### src/rtl/regfile_wb_if.sv
`default_nettype none
// ============================================================================
//  Module      : regfile_wb_if
//  Description : Bus interface for the regfile_wb register file. It groups
//                the MEM/WB writeback signals, the two ID-stage read
//                requests and the two registered read-data returns.
//                  master : pipeline side (drives write/read requests)
//                  slave  : register file side (returns read data)
//                Port summary (signal / direction as seen by the slave):
//                  write_i      in   writeback enable
//                  regw_addr_i  in   writeback destination register
//                  regw_data_i  in   writeback data
//                  re1_i/re2_i  in   read port enables
//                  raddr1_i/2_i in   read port addresses
//                  rdata1_o/2_o out  registered read data
//  Revision    : 1.0  initial release
// ============================================================================
interface regfile_wb_if #(
    parameter int DATA_W = 32,
    parameter int ADDR_W = 5
);
    logic              write_i;
    logic [ADDR_W-1:0] regw_addr_i;
    logic [DATA_W-1:0] regw_data_i;
    logic              re1_i;
    logic [ADDR_W-1:0] raddr1_i;
    logic              re2_i;
    logic [ADDR_W-1:0] raddr2_i;
    logic [DATA_W-1:0] rdata1_o;
    logic [DATA_W-1:0] rdata2_o;

    modport master (
        output write_i, regw_addr_i, regw_data_i,
        output re1_i, raddr1_i, re2_i, raddr2_i,
        input  rdata1_o, rdata2_o
    );

    modport slave (
        input  write_i, regw_addr_i, regw_data_i,
        input  re1_i, raddr1_i, re2_i, raddr2_i,
        output rdata1_o, rdata2_o
    );
endinterface
`default_nettype wire

### src/rtl/regfile_wb.sv
`default_nettype none
// ============================================================================
//  Module      : regfile_wb
//  Description : 32 x 32-bit integer register file with one writeback port
//                (from MEM/WB) and two registered read ports (to ID).
//                x0 is hardwired to zero. Read outputs hold while
//                stall[STALL_BIT] is set; writes always retire.
//                Optional macro REGFILE_BYPASS_EN: a read capturing in the
//                same cycle as a matching non-x0 write returns the write
//                data (write-first). Undefined: read-first (old value).
//  Ports       : clock  in   system clock, all state on posedge
//                reset  in   synchronous active-high reset
//                stall  in   6-bit pipeline stall vector
//                bus    slave modport of regfile_wb_if (write/read ports)
//  Revision    : 1.0  initial release
// ============================================================================
module regfile_wb #(
    parameter int DATA_W    = 32,
    parameter int ADDR_W    = 5,
    parameter int NREG      = 32,
    parameter int STALL_BIT = 1
) (
    input  wire logic       clock,
    input  wire logic       reset,
    input  wire logic [5:0] stall,
    regfile_wb_if.slave     bus
);

`ifdef REGFILE_BYPASS_EN
    localparam bit BYPASS = 1'b1;
`else
    localparam bit BYPASS = 1'b0;
`endif

    // Storage. Entry 0 is reset and never written, so it stays constant 0;
    // the read path also forces x0 to zero independently of the array.
    logic [DATA_W-1:0] mem_q [NREG];

    logic [DATA_W-1:0] rdata1_q, rdata1_d;
    logic [DATA_W-1:0] rdata2_q, rdata2_d;

    logic              w_stall_id;
    logic              w_wr_en;
    logic [DATA_W-1:0] w_mem_rd1;
    logic [DATA_W-1:0] w_mem_rd2;
    logic              w_unused_stall;

    assign w_stall_id     = stall[STALL_BIT];
    // Other stall bits belong to other pipeline stages.
    assign w_unused_stall = ^stall;
    assign w_wr_en        = bus.write_i && (bus.regw_addr_i != '0);

    assign w_mem_rd1 = mem_q[bus.raddr1_i];
    assign w_mem_rd2 = mem_q[bus.raddr2_i];

    // Value a read port captures when not stalled. The array value is the
    // pre-write content of this cycle; the bypass term substitutes the
    // in-flight writeback data when enabled.
    function automatic logic [DATA_W-1:0] capture(
        input logic              re,
        input logic [ADDR_W-1:0] raddr,
        input logic [DATA_W-1:0] mem_val,
        input logic              wr_en,
        input logic [ADDR_W-1:0] waddr,
        input logic [DATA_W-1:0] wdata
    );
        logic [DATA_W-1:0] v;
        v = '0;
        if (re && (raddr != '0)) begin
            if (BYPASS && wr_en && (waddr == raddr)) begin
                v = wdata;
            end else begin
                v = mem_val;
            end
        end
        return v;
    endfunction

    always_comb begin
        rdata1_d = rdata1_q;
        rdata2_d = rdata2_q;
        if (!w_stall_id) begin
            rdata1_d = capture(bus.re1_i, bus.raddr1_i, w_mem_rd1,
                               w_wr_en, bus.regw_addr_i, bus.regw_data_i);
            rdata2_d = capture(bus.re2_i, bus.raddr2_i, w_mem_rd2,
                               w_wr_en, bus.regw_addr_i, bus.regw_data_i);
        end
    end

    // Write port: never gated by stall, dropped under reset.
    always_ff @(posedge clock) begin
        if (reset) begin
            for (int i = 0; i < NREG; i++) begin
                mem_q[i] <= '0;
            end
        end else if (w_wr_en) begin
            mem_q[bus.regw_addr_i] <= bus.regw_data_i;
        end
    end

    // Registered read outputs; reset wins over stall.
    always_ff @(posedge clock) begin
        if (reset) begin
            rdata1_q <= '0;
            rdata2_q <= '0;
        end else begin
            rdata1_q <= rdata1_d;
            rdata2_q <= rdata2_d;
        end
    end

    assign bus.rdata1_o = rdata1_q;
    assign bus.rdata2_o = rdata2_q;

endmodule
`default_nettype wire
### src/flat_wrapper.sv
// flat-port wrapper written by rule: the top's interface ports become plain ports
module regfile_wb_flat 
#(
    parameter int DATA_W    = 32,
    parameter int ADDR_W    = 5,
    parameter int NREG      = 32,
    parameter int STALL_BIT = 1
)
  (clock, reset, stall, bus_write_i, bus_regw_addr_i, bus_regw_data_i, bus_re1_i, bus_raddr1_i, bus_re2_i, bus_raddr2_i, bus_rdata1_o, bus_rdata2_o);
  regfile_wb_if #(.DATA_W(DATA_W), .ADDR_W(ADDR_W)) bus_i ();
  input  wire logic clock;
  input  wire logic reset;
  input  wire logic [5:0] stall;
  input wire logic [$bits(bus_i.write_i)-1:0] bus_write_i;
  input wire logic [$bits(bus_i.regw_addr_i)-1:0] bus_regw_addr_i;
  input wire logic [$bits(bus_i.regw_data_i)-1:0] bus_regw_data_i;
  input wire logic [$bits(bus_i.re1_i)-1:0] bus_re1_i;
  input wire logic [$bits(bus_i.raddr1_i)-1:0] bus_raddr1_i;
  input wire logic [$bits(bus_i.re2_i)-1:0] bus_re2_i;
  input wire logic [$bits(bus_i.raddr2_i)-1:0] bus_raddr2_i;
  output wire logic [$bits(bus_i.rdata1_o)-1:0] bus_rdata1_o;
  output wire logic [$bits(bus_i.rdata2_o)-1:0] bus_rdata2_o;
  assign bus_i.write_i = bus_write_i;
  assign bus_i.regw_addr_i = bus_regw_addr_i;
  assign bus_i.regw_data_i = bus_regw_data_i;
  assign bus_i.re1_i = bus_re1_i;
  assign bus_i.raddr1_i = bus_raddr1_i;
  assign bus_i.re2_i = bus_re2_i;
  assign bus_i.raddr2_i = bus_raddr2_i;
  assign bus_rdata1_o = bus_i.rdata1_o;
  assign bus_rdata2_o = bus_i.rdata2_o;
  regfile_wb #(.DATA_W(DATA_W), .ADDR_W(ADDR_W), .NREG(NREG), .STALL_BIT(STALL_BIT)) u_core (.clock(clock), .reset(reset), .stall(stall), .bus(bus_i));
endmodule
### config.mk
export PLATFORM = sky130hd
export DESIGN_NAME = regfile_wb_flat
export DESIGN_NICKNAME = d
export VERILOG_FILES = /design/src/rtl/regfile_wb_if.sv /design/src/rtl/regfile_wb.sv /design/src/flat_wrapper.sv
export SDC_FILE = /design/constraint.sdc
export NUM_CORES = 2
export LEC_CHECK = 0
export ABC_CLOCK_PERIOD_IN_PS = 3200
export CAP_MARGIN = 20
export CORE_ASPECT_RATIO = 1.75
export CORE_MARGIN = 2
export CORE_UTILIZATION = 45
export DETAILED_ROUTE_END_ITERATION = 6
export SYNTH_ARGS = -nofsm -noshare
export SYNTH_HDL_FRONTEND = slang
export SYNTH_SLANG_ARGS = --single-unit
### constraint.sdc
create_clock -name clock -period 3.2 [get_ports clock]
set_input_delay 0.32 -clock clock [delete_from_list [all_inputs] [get_ports clock]]
set_output_delay 0.32 -clock clock [all_outputs]
set_load 0.005 [all_outputs]
==> After elaboration in Yosys (flattened, before gate mapping) <==
Memories as Yosys holds them, arrays and structs flattened.
Index checks and enable logic that the tools add are counted.
{ "op_classes": {"n_mux": 10, "n_reduce_logical": 7} }
{ "op_table": {"columns": ["operator", "n"], "rows": [
  ["32-bit 2-to-1 mux", 3],
  ["32-bit OR reduction", 1],
  ["5-bit nonzero test", 3],
  ["1-bit 2-to-1 mux", 6],
  ["5-bit 2-to-1 mux", 1],
  ["1-bit logical AND", 3]
]} }
{ "word_totals": {"wordCells": 20, "mem_count": 1, "out_inout_bits": 64, "input_bits": 58, "ff_bits": 64, "ram_bits": 1024} }
{ "memory_table": {"columns": ["memory", "words", "width", "read_ports", "rd_ports_with_merged_regs", "write_ports", "line", "rtl"], "rows": [
  ["u_core.mem_q", 32, 32, 2, 0, 32, "regfile_wb.sv:37", "logic [DATA_W-1:0] mem_q [NREG];"]
]} }

==> Logic depth before layout (Yosys ltp) <==
{ "depth": {"depth_word": 7, "ltp_mapped": 10, "depth_no_buf": 5} }

==> Worst setup path before layout <==
OpenSTA, ideal clock, no wires.
{ "synth_path": {"path_kind": "input to register", "startpoint": "input bus_raddr1_i[0]", "endpoint": "register u_core.rdata1_q[24] (netlist: u_core.bus.rdata1_o[24])", "required_time_ns": 3.083, "setup_time_ns": 0.117, "stages": 8, "path_slack_ns": 1.000, "n_path_buf": 4, "arrival_time_ns": 2.084, "path_cell_list": "buf_2 -> buf_4 -> buf_4 -> buf_2 -> mux4_2 -> a21oi_1 -> a21oi_1 -> a22o_1"} }
{ "synth_via": {"elab_chain_len": 3, "word_cells_on_any_way": 4, "classes_between": "mux: 1; reduce/logical: 2; memory: 1"} }
{ "synth_lines": {"columns": ["item", "line", "rtl"], "rows": [
  ["start, declared", "flat_wrapper.sv:18", "input wire logic [$bits(bus_i.raddr1_i)-1:0] bus_raddr1_i;"],
  ["parallel branches: the longest is 2 deep, another holds memory read 32 x 32 bit", null, null],
  ["32-bit 2-to-1 mux (*)", "regfile_wb.sv:69", "if (re && (raddr != '0)) begin"],
  ["end signal, assigned", "regfile_wb.sv:107", "rdata1_q <= rdata1_d;"],
  ["end, declared", "regfile_wb.sv:39", "logic [DATA_W-1:0] rdata1_q, rdata1_d;"]
]} }
Mark *: on every way between the ends.
A chain may end at the register's enable or synchronous reset.

==> Worst setup path after layout <==
{ "layout_path": {"startpoint": "input bus_raddr1_i[0]", "endpoint": "register u_core.rdata1_q[3] (netlist: u_core.bus.rdata1_o[3])"} }
Same word-level chain as after synthesis.

==> results.toml <==
[run_status]
status = "completed"

[sta]
clock.fmax_mhz = 441
slew_viol_final = 0
hold_viol = 0
relSlewSlack = 0.244
fin_skew_ns = 0.0243
finalSetupTns_ns = 0
finalCritPeriodShare = 0.709
finalCriticalPeriod_ns = 2.27
setup_viol = 0
worst_slew_pin_slew_ns = 1.13
rsz0062_at_grt = "no"

[cells_and_area]
final_cell_area_um2 = 63900
final_cell_mix = "edfxtp_1, and2_1, mux4_2"
seqCellArea_um2 = 32000
multi_input_area_um2 = 22700
mostFrequentLayoutCell = "edfxtp_1"
finish.net_count = 3902
drive_gt1_frac = 0.227
fillerInstances = 10100
areaGrowthSynthToFinish_pct = 13.8

[synthesis]
muxShareOfSynthArea = 0.216
yosysSeqAreaShare = 0.571
synth_compound_area_frac = 0.0547
synth_edf_count = 1024
synthTopCellsByArea = "edfxtp_1, mux4_2, and2_1"
yosys.area_share.simple = 0.126
synth_flop_cell = "edfxtp_1"
ys_seq_elements = 1088
yosys.area_share.adder = 0
synthXorXnorAreaFrac = 0
netlist_area_um2 = 56100
netlist_instances = 3756
netlist-cell-type-count = 48
synth_top_cell_area_share = 0.548
ys_warn_count = 0
syn_avg_cell_area_um2 = 14.9
synthArstFlopShare = 0
synth_area_leader_cell = "edfxtp_1"
synth_top_family_by_area = "multiplexers"

[detailed_routing]
via_count = 36200
remaining_drc_errors = 0
viasPerCell = 6.49
wire_per_inst_um = 36.8
drt_iter0_drc = 4520
drt_wl_total_um = 206000
ant_nets = 0
dr.pass1.iters = 7

[cts]
cts_resized = 0
cts-root-buf = "clkbuf_16"
cts_hold_buf = 0
cts_tree = "done"
clock_path_buffers = 3
path_clk_slew_ns = 0.06
clk_latency_ns = 0.74
cts_setup_buffers = 0
clock-sinks = 1088
cts_made_buffers = 99
htree_levels = 3

[place]
hpwl_um = 127000
place_congestion = 0.871
place_area_um2 = 60400
port_buffers = 116

[hold_path]
hold_path.class = "input port to flop"

[power]
leakagePower_nw = 22.3
ir_drop_mv = 0.503
p_per_area_nw_per_um2 = 521

[job]
max_cap_violations = 0

[grt]
grt_pass1_wl_um = 284000
grt_usage = 0.320
grt_pass1_vias = 36700
overflow = 0
grt_max_degree = 54
antenna_found_initial = 23

[setup_path]
worstPathArrival_ns = 2.87
cp_max_fo = 29
cp.required_ns = 3.80
worstSetupPathType = "input port to flop"
startpoint_type = "input port"
crit_path_end_kind = "flop"

[die]
fp.dieW_um = 271
io_pins = 122
die_h_um = 471
start_util = 0.453
rows = 171
dieArea_um2 = 128000
coreArea_um2 = 124000
-- cell usage after synthesis (all sizes together) (8+ instances only) --
master	n
mux2	16
a22o	47
nand2b	12
o21ai	21
a2111oi	28
o31ai	28
a21oi	16
and2	994
a221oi	56
nand3b	8
a31oi	11
nor3	20
buf	97
mux4	404
o221ai	31
clkbuf	305
a211oi	33
edfxtp	1024
mux2i	282
nor2	49
dfxtp	64
o22ai	43
nand2	39
a22oi	26
a221o	37
or2	33
-- final timing paths --
kind | cells past startpoint | startpoint | end | slack [ns]
setup / recovery | 7 | bus_raddr1_i[0] | u_core.bus.rdata1_o[3]$_SDFFE_PP0N_ | 0.93
hold / removal | 4 | bus_raddr2_i[2] | u_core.bus.rdata2_o[16]$_SDFFE_PP0N_ | 0.17
setup reg to reg | 4 | u_core.mem_q[15][28]$_SDFFCE_PN0P_ | u_core.bus.rdata1_o[28]$_SDFFE_PP0N_ | 0.98
hold reg to reg | 1 | u_core.bus.rdata1_o[26]$_SDFFE_PP0N_ | u_core.bus.rdata1_o[26]$_SDFFE_PP0N_ | 0.46
-- stage by stage --
step | setup slack [ns] | std cells | util | total power, W | hold WS (ns)
4_1_cts | 0.923 | 5566 | 0.514 | 0.0333 | 0.125
6_report | 0.932 | 5578 | 0.516 | 0.0333 | 0.174
5_1_grt | 0.804 | 5575 | 0.515 | 0.0340 | 0.176
3_3_place_gp | 0.160 | 5376 | 0.487 | 0.0209 | 0.448
3_5_place_dp | 0.150 | 5378 | 0.487 | 0.0210 | 0.463
2_1_floorplan | 1.00 | 3787 | - | 0.0192 | 0.449
-- per-layer routing --
layer / GRT usage / vias up / wire length, µm
li1: - / 14700 / -
met1: 0.380 / 18900 / 72600
met2: 0.549 / 1996 / 104000
met3: 0.0639 / 587 / 17200
met4: 0.167 / 18 / 11900
met5: 0 / - / 115
-- where the power goes --
group,leakage (nW),switching [W],internal (W)
clock,1.63,0.00560,0.00696
sequential,10.3,0.000426,0.0163
combinational,10.4,0.00228,0.00170
-- cell families after synthesis --
group | Yosys count
AND/OR/NAND/NOR | 1172
flip-flops | 1088
multiplexers | 702
buffers and inverters | 404
AO/OA/AOI/OAI | 389
other | 1
-- state kept, by name, summed over array words and instances (netlist names) --
| name | cells |
|---|---|
| u_core.bus.rdata1_o | 32 |
| u_core.mem_q | 1024 |
| u_core.bus.rdata2_o | 32 |
-- worst max-delay path: stages --
cell and delay [ns]:
buf_8 0.33, buf_4 0.38, buf_4 0.28, mux4_2 0.52
a2111oi_0 0.74, buf_4 0.22, o31ai_1 0.06
-- layout make-up --
class,count,area share
multi-input combinational,2295,0.355
tap,1643,0.0322
sequential,1088,0.502
clock inverter,55,0.00917
antenna,4,0.000157
inverter,2,0.000157
clock buffer,133,0.0427
timing repair buffer,358,0.0587
(Power assumes the default switching activity.)
